$ cat src/rtl/loader_pkg.sv
// Shared definitions for the boot-time instruction loader: FSM state encoding
// and the mask of high-byte bits that must be zero in a well-formed stream.
package loader_pkg;

  typedef enum logic [2:0] {
    S_LEN_LO = 3'd0,
    S_LEN_HI = 3'd1,
    S_INS_LO = 3'd2,
    S_INS_HI = 3'd3,
    S_START  = 3'd4,
    S_RUN    = 3'd5,
    S_DONE   = 3'd6,
    S_ERR    = 3'd7
  } state_t;

  // Only bit 0 of an instruction high byte carries payload (instr[8]).
  localparam logic [7:0] HI_RESV_MASK = 8'hFE;

endpackage

$ cat src/rtl/inst_loader.sv
// Boot loader: takes a length-prefixed byte stream, writes 9-bit instructions
// into instruction memory, pulses core_start, then times the core until halt.
module inst_loader
  import loader_pkg::*;
#(
  parameter int ADDR_W    = 16,
  parameter int INSTR_W   = 9,
  parameter int DEPTH     = 1024,
  parameter int START_CYC = 2
) (
  input  logic               clk,
  input  logic               reset,
  input  logic               in_valid,
  input  logic [7:0]         in_data,
  output logic               in_ready,
  output logic               wr_en,
  output logic [ADDR_W-1:0]  wr_addr,
  output logic [INSTR_W-1:0] wr_data,
  output logic               core_start,
  input  logic               core_halt,
  output logic               done,
  output logic               err,
  output logic [31:0]        cycles
);

  localparam int SW = $clog2(START_CYC + 2);

  // Handshake: a byte transfers on a rising clk edge where in_valid and
  // in_ready are both high; in_ready depends only on registered state.
  state_t            state, state_nxt;
  logic [7:0]        len_lo;
  logic [15:0]       count;
  logic [7:0]        ins_lo;
  logic [ADDR_W-1:0] addr;
  logic [SW-1:0]     start_cnt;

  logic        accept;
  logic [15:0] count_in;
  logic        hi_bad;
  logic        last_pair;
  logic        write_fire;
  logic        start_on;

  assign accept    = in_valid && in_ready;
  assign count_in  = {in_data, len_lo};
  assign hi_bad    = |(in_data & HI_RESV_MASK);
  assign last_pair = (17'(addr) + 17'd1) == 17'(count);

  always_ff @(posedge clk) begin
    if (reset) state <= S_LEN_LO;
    else       state <= state_nxt;
  end

  always_comb begin
    state_nxt = state;
    case (state)
      S_LEN_LO: if (accept) state_nxt = S_LEN_HI;
      S_LEN_HI: begin
        if (accept) begin
          if (17'(count_in) > 17'(DEPTH)) state_nxt = S_ERR;
          else if (count_in == 16'd0)     state_nxt = S_START;
          else                            state_nxt = S_INS_LO;
        end
      end
      S_INS_LO: if (accept) state_nxt = S_INS_HI;
      S_INS_HI: begin
        if (accept) begin
          if (hi_bad)         state_nxt = S_ERR;
          else if (last_pair) state_nxt = S_START;
          else                state_nxt = S_INS_LO;
        end
      end
      S_START: if (start_cnt == SW'(START_CYC)) state_nxt = S_RUN;
      S_RUN:   if (core_halt) state_nxt = S_DONE;
      default: state_nxt = state;
    endcase
  end

  always_comb begin
    in_ready   = 1'b0;
    write_fire = 1'b0;
    start_on   = 1'b0;
    done       = (state == S_DONE);
    err        = (state == S_ERR);
    case (state)
      S_LEN_LO, S_LEN_HI, S_INS_LO: in_ready = !reset;
      S_INS_HI: begin
        in_ready   = !reset;
        write_fire = accept && !hi_bad;
      end
      S_START: start_on = (start_cnt != SW'(START_CYC));
      default: ;
    endcase
  end

  always_ff @(posedge clk) begin
    if (reset) begin
      len_lo     <= '0;
      count      <= '0;
      ins_lo     <= '0;
      addr       <= '0;
      start_cnt  <= '0;
      wr_en      <= 1'b0;
      wr_addr    <= '0;
      wr_data    <= '0;
      core_start <= 1'b0;
      cycles     <= '0;
    end else begin
      if (state == S_LEN_LO && accept) len_lo <= in_data;
      if (state == S_LEN_HI && accept) count  <= count_in;
      if (state == S_INS_LO && accept) ins_lo <= in_data;
      wr_en <= write_fire;
      if (write_fire) begin
        wr_addr <= addr;
        wr_data <= INSTR_W'({in_data[0], ins_lo});
        addr    <= addr + 1'b1;
      end
      // core_start is registered so it trails the entry into S_START by one cycle.
      start_cnt  <= (state == S_START) ? start_cnt + 1'b1 : '0;
      core_start <= start_on;
      if (state == S_RUN && !core_halt && cycles != 32'hFFFF_FFFF)
        cycles <= cycles + 32'd1;
    end
  end

endmodule

$ cat config.mk
export PLATFORM = sky130hd
export DESIGN_NAME = inst_loader
export DESIGN_NICKNAME = d
export VERILOG_FILES = /design/src/rtl/loader_pkg.sv /design/src/rtl/inst_loader.sv
export SDC_FILE = /design/constraint.sdc
export NUM_CORES = 1
export LEC_CHECK = 0
export ABC_AREA = 1
export CORE_AREA = 3 3 110 112
export DETAILED_ROUTE_END_ITERATION = 7
export DIE_AREA = 0 0 113 115
export PLACE_DENSITY = 0.74
export SYNTH_ARGS = -nofsm -noshare
export SYNTH_HDL_FRONTEND = slang
export SYNTH_SLANG_ARGS = --single-unit
$ cat constraint.sdc
create_clock -name clk -period 1.8 [get_ports clk]
set_input_delay 0.36 -clock clk [delete_from_list [all_inputs] [get_ports clk]]
set_output_delay 0.36 -clock clk [all_outputs]
set_load 0.05 [all_outputs]
# Yosys cells after proc, flatten, opt, wreduce, memory -nomap -nowiden

Cells that the tools add are included.
W data, S select, Z words.

Memories kept: 0
Input bits: 12
Flip-flop bits (word level): 112
Logic and storage cells: 64
Bits in writable memories: 0
Output and inout bits: 62
Bits in read-only memories: 0
Latch bits: 0

Shift-type cells: 0
Add/subtract/negate cells: 4
Bitwise operators: 1
Multipliers: 0
Reduce and logical (&&, ||, !) cells: 17
Equal/unequal tests: 17
Order comparisons: 1
Muxes and demuxes: 13
Div/mod/pow operators: 0

Operators by type and width:

| cell                    | number |
|---|---|
| $add A32 B1 Y32 const B | 1 |
| $ne A32 B32 Y1 const B  | 1 |
| $mux W3                 | 10 |
| $pmux W3 S6             | 1 |
| $add A16 B1 Y17 const B | 1 |
| $eq A17 B16 Y1          | 1 |
| $add A16 B1 Y16 const B | 1 |
| $gt A16 B11 Y1 const B  | 1 |
| $logic_not A16 Y1       | 1 |
| $ne A2 B2 Y1 const B    | 7 |
| $eq A3 B3 Y1 const B    | 4 |
| $logic_and A1 B1 Y1     | 7 |
| $reduce_and A7 Y1       | 1 |
| $reduce_or A7 Y1        | 1 |
| $eq A3 B2 Y1 const B    | 2 |
| $reduce_bool A6 Y1      | 1 |
| $reduce_or A4 Y1        | 1 |
| $eq A3 B1 Y1 const B    | 1 |
| $logic_not A1 Y1        | 3 |
| $logic_not A3 Y1        | 1 |
| $add A2 B1 Y2 const B   | 1 |
| $eq A2 B2 Y1 const B    | 1 |
| $mux W1                 | 2 |
| $reduce_or A2 Y1        | 1 |
| $not A1 Y1              | 1 |

# Longest topological paths before layout

Word-level depth: 6
Gate-level depth with buffers: 16
Depth with buffers taken out: 16

# Worst setup path after synthesis

Ideal clock, no wire load.

Path kind: register -> register
From: reg state[2]
To: reg addr[14]
Setup time: 0.116 ns
Required time: 1.684 ns
Slack: -0.456 ns
Clock period less this slack: 2.256 ns
Stages on the path, launching flop included: 8
Data arrival time: 2.140 ns
Buffers on the path: 1
Cell sequence: dfxtp_1 > nor2_1 > nand2_1 > nor3_4 > clkbuf_1 > nand3_1 > o211ai_1 > inv_1

Longest elaborated chain between the ends: 6
Elaborated cells on any way between the ends: 9
Classes of those cells: 3 x eq/ne; 2 x mux; 4 x reduce/logical

RTL lines:

| element                                    | line               | text |
|---|---|---|
| start, declared                            | inst_loader.sv:30  | `state_t state, state_nxt;` |
| start signal, assigned                     | inst_loader.sv:51  | `else state <= state_nxt;` |
| $eq A3 B1 Y1, or another cell as far along | inst_loader.sv:85  | `case (state)` |
| $reduce_or A4 Y1 (no source line) *        | n/a                |  |
| $mux W1 *                                  | n/a                |  |
| via in_ready                               | inst_loader.sv:15  | `output logic in_ready,` |
| $logic_and A1 B1 Y1 *                      | inst_loader.sv:44  | `assign accept = in_valid && in_ready;` |
| $logic_and A1 B1 Y1 *                      | inst_loader.sv:89  | `write_fire = accept && !hi_bad;` |
| $mux W1 *                                  | inst_loader.sv:85  |  |
| end signal, assigned                       | inst_loader.sv:116 | `addr <= addr + 1'b1;` |
| end, declared                              | inst_loader.sv:34  | `logic [ADDR_W-1:0] addr;` |

The timed path passes the listed nets; every way through them passes the cells marked *.
A chain may end at the register's enable or synchronous reset.

# Worst setup path after layout

From: reg addr[3]
To: reg state[1]

Longest elaborated chain between the ends: 6

RTL lines:

| element         | line              | text |
|---|---|---|
| $add A16 B1 Y17 | inst_loader.sv:47 | `assign last_pair = (17'(addr) + 17'd1) == 17'(count);` |
| $eq A17 B16 Y1  | inst_loader.sv:47 |  |
| $mux W3         | inst_loader.sv:69 | `else if (last_pair) state_nxt = S_START;` |
| $mux W3         | inst_loader.sv:68 | `if (hi_bad) state_nxt = S_ERR;` |
| $mux W3         | inst_loader.sv:67 | `if (accept) begin` |
| $pmux W3 S6     | inst_loader.sv:56 | `case (state)` |

Every way passes these cells. The select of a mux whose other input is x is not followed.

==> out/metrics.csv <==
stage;metric;value;unit
placement;gp_congestion;0.925;
setup_path;crit_chain;inv_1 -> nor2_4 -> buf_6 -> nand2_1 -> nand2_1 -> nand3_1 -> nand2_1 -> nand4_1 -> nor2_2 -> nand3_1 -> nand2_1 -> nand2_1 -> nand2_1 -> a21oi_1;
clocking;clock_sinks;112;
placement;place_area;7120;um^2
timing;finalSetupViolCount;30;
global_route;grt_pass1_wl;29.2;mm
timing;hold_violations;0;
setup_path;required;2.03;ns
status;status;complete, but fails checks;
timing;rsz0062_at_grt;true;
setup_path;endpoint_kind;flip-flop;
job;drv_cap;0;
clocking;postCtsHoldBufs;0;
final_layout;final_common_cell;buf_4;
clocking;cts_root_buf;clkbuf_16;
clocking;path_clk_slew;0.07;ns
synthesis;ys_ff_latch;112;
global_route;grt_antenna_before_repair;0;
die;dieArea;13000;um^2
synthesis;ys_async_sr_fraction;0;
global_route;overflow;0;
timing;finalMaxSlewViolations;0;
final_layout;layout_common_cells;buf_4, nand2_1, nor2_1, inv_1, dfxtp_1;
synthesis;synth_nets;818;
setup_path;worst-setup-path-type;flip-flop to flip-flop;
synthesis;synth_edf_count;0;
final_layout;fin_area;8520;um^2
clocking;clockBufferDepth;2;
timing;max_freq;471;MHz
setup_path;crit_fanout;6;
synthesis;yosysWarnings;0;
routing;wl_per_cell;17.6;um
power_and_ir_drop;total_power;5.19;mW
setup_path;cp.arrival;2.36;ns
clocking;clk_latency;0.36;ns
timing;period_needed;2.12;ns
final_layout;drive_above_1_share;0.360;
routing;viasPerCell;5.78;
timing;worst_slack;-0.324;ns
die;die_h;115;um
synthesis;syn-cell-area;5560;um^2
power_and_ir_drop;power_density;609;nW/um^2
clocking;cts_tree;yes;
placement;dp_hpwl;11.8;mm
setup_path;slowest_stage;dfxtp_1;
final_layout;nFillCells;751;
placement;numPlacedInstances;1094;
power_and_ir_drop;vdd_drop_max;0.923;mV
timing;fin_crit_sh;1.18;
timing;slew_headroom;0.669;
routing;routed-via-count;6698;
final_layout;multi_input_area;3230;um^2
clocking;cts_made_buffers;9;
routing;wirelength;20.4;mm
die;fp.dieW;113;um
routing;drt_iter0_markers;702;
final_layout;seqCellArea;2300;um^2
routing;first_pass_iters;8;
global_route;grt_start_max_net_pins;47;
synthesis;syn_inst;803;
setup_path;cp_common_cell;nand2_1;
final_layout;antenna_cells;0;
synthesis;synth.area.top_cells;dfxtp_1, nand2_1, nor2_1;
routing;drc;0;
synthesis;synth-seq-area-share;0.403;
synthesis;synth_ff_type;dfxtp_1;
synthesis;yosys.area.top_type;dfxtp_1;
final_layout;syn2layout_area_growth;53.3;%
die;rows;39;
timing;tns;-2.50;ns
synthesis;syn_avg_cell_area;6.92;um^2
setup_path;start_kind;flip-flop;
timing;worst_slew_pin_slew;0.493;ns
clocking;cts.htree.levels;3;
final_layout;final_cells;1159;
die;core_area;11300;um^2
status;failed_checks;negative setup slack;
synthesis;synth_top_area_frac;0.403;
die;initial_core_util;0.491;
synthesis;synth_cell_types;42;
die;ios;74;
timing;clock_skew;0.00682;ns
placement;pre_cts_ws;-0.520;ns
power_and_ir_drop;p_leak;3.75;nW
global_route;grt.total_usage;0.277;
setup_path;crit_path_max_incr_delay;0.44;ns
min_path;hp-class;input port to flip-flop;
global_route;first_global_vias;6001;
final_layout;nets;1026;
placement;port-buffer-count;73;
routing;ant_nets;0;
==> flip-flops by register name, indices dropped and copies added, names as in the netlist <==
register and cells:
addr 16, core_start 1, count 16, cycles 32, ins_lo 8, len_lo 8
start_cnt 2, state 3, wr_addr 16, wr_data 9, wr_en 1
==> metrics by stage <==
step           utilization  hold WS, ns
2_1_floorplan            -        0.393
3_3_place_gp         0.629        0.401
3_5_place_dp         0.629        0.406
4_1_cts              0.702        0.416
5_1_grt              0.752        0.424
6_report             0.752        0.376
==> timing repair <==
action                     CTS  global route
gates resized for setup     40           105
gates cloned                 7             3
setup endpoints to repair   47            69
buffers inserted            23            16
pin swaps                   21            40
==> layout make-up <==
type	count	share of cell area
multi-input combinational	570	0.380
sequential	112	0.270
timing repair buffer	225	0.248
inverter	93	0.0413
clock buffer	11	0.0298
tap	143	0.0210
clock inverter	5	0.00984
==> worst max-delay path: cells and delay by family (launching register included) <==
kind	cells	cell delay (ns)
AND/OR/NAND/NOR	11	1.20
AO/OA/AOI/OAI	1	0.06
buffers and inverters	2	0.29
flip-flops	1	0.44
==> cell families after synthesis <==
kind of cell	share of synthesized area
flip-flops	0.403
XOR/XNOR	0.0205
adder cells (fa/ha/maj)	0.00675
buffers and inverters	0.0849
AND/OR/NAND/NOR	0.329
AO/OA/AOI/OAI	0.156
==> worst paths after layout <==
path | end | startpoint | slack [ns] | cells after the start
setup / recovery | state[1] | addr[3] | -0.32 | 14
hold / removal | ins_lo[6] | in_data[6] | 0.38 | 4
setup reg to reg | state[1] | addr[3] | -0.32 | 14
hold reg to reg | start_cnt[0] | start_cnt[0] | 0.41 | 1
==> report_power, final <==
group	total [mW]	leakage (nW)	switching [mW]	internal, mW
Sequential	2.52	0.923	0.0224	2.50
Combinational	0.373	2.66	0.224	0.149
Clock	2.29	0.166	0.972	1.32
Total	5.19	3.75	1.22	3.97
==> per-layer routing <==
| metal | up-vias | GRT usage | wire (um) |
|---|---|---|---|
| li1 | 3086 | - | - |
| met3 | 98 | 0.0416 | 1940 |
| met5 | - | 0 | 0 |
| met1 | 3087 | 0.363 | 8010 |
| met4 | 0 | 0.114 | 847 |
| met2 | 427 | 0.459 | 9580 |
==> Yosys cell counts (7+ instances only) <==
| cell type | number |
|---|---|
| nand2_1 | 142 |
| dfxtp_1 | 112 |
| nor2_1 | 107 |
| inv_1 | 86 |
| o21ai_0 | 70 |
| a21oi_1 | 68 |
| nand3_1 | 67 |
| nand4_1 | 24 |
| clkbuf_1 | 22 |
| nor3_1 | 15 |
| xor2_1 | 9 |
| o21ai_1 | 7 |
(Power assumes the default switching activity.)
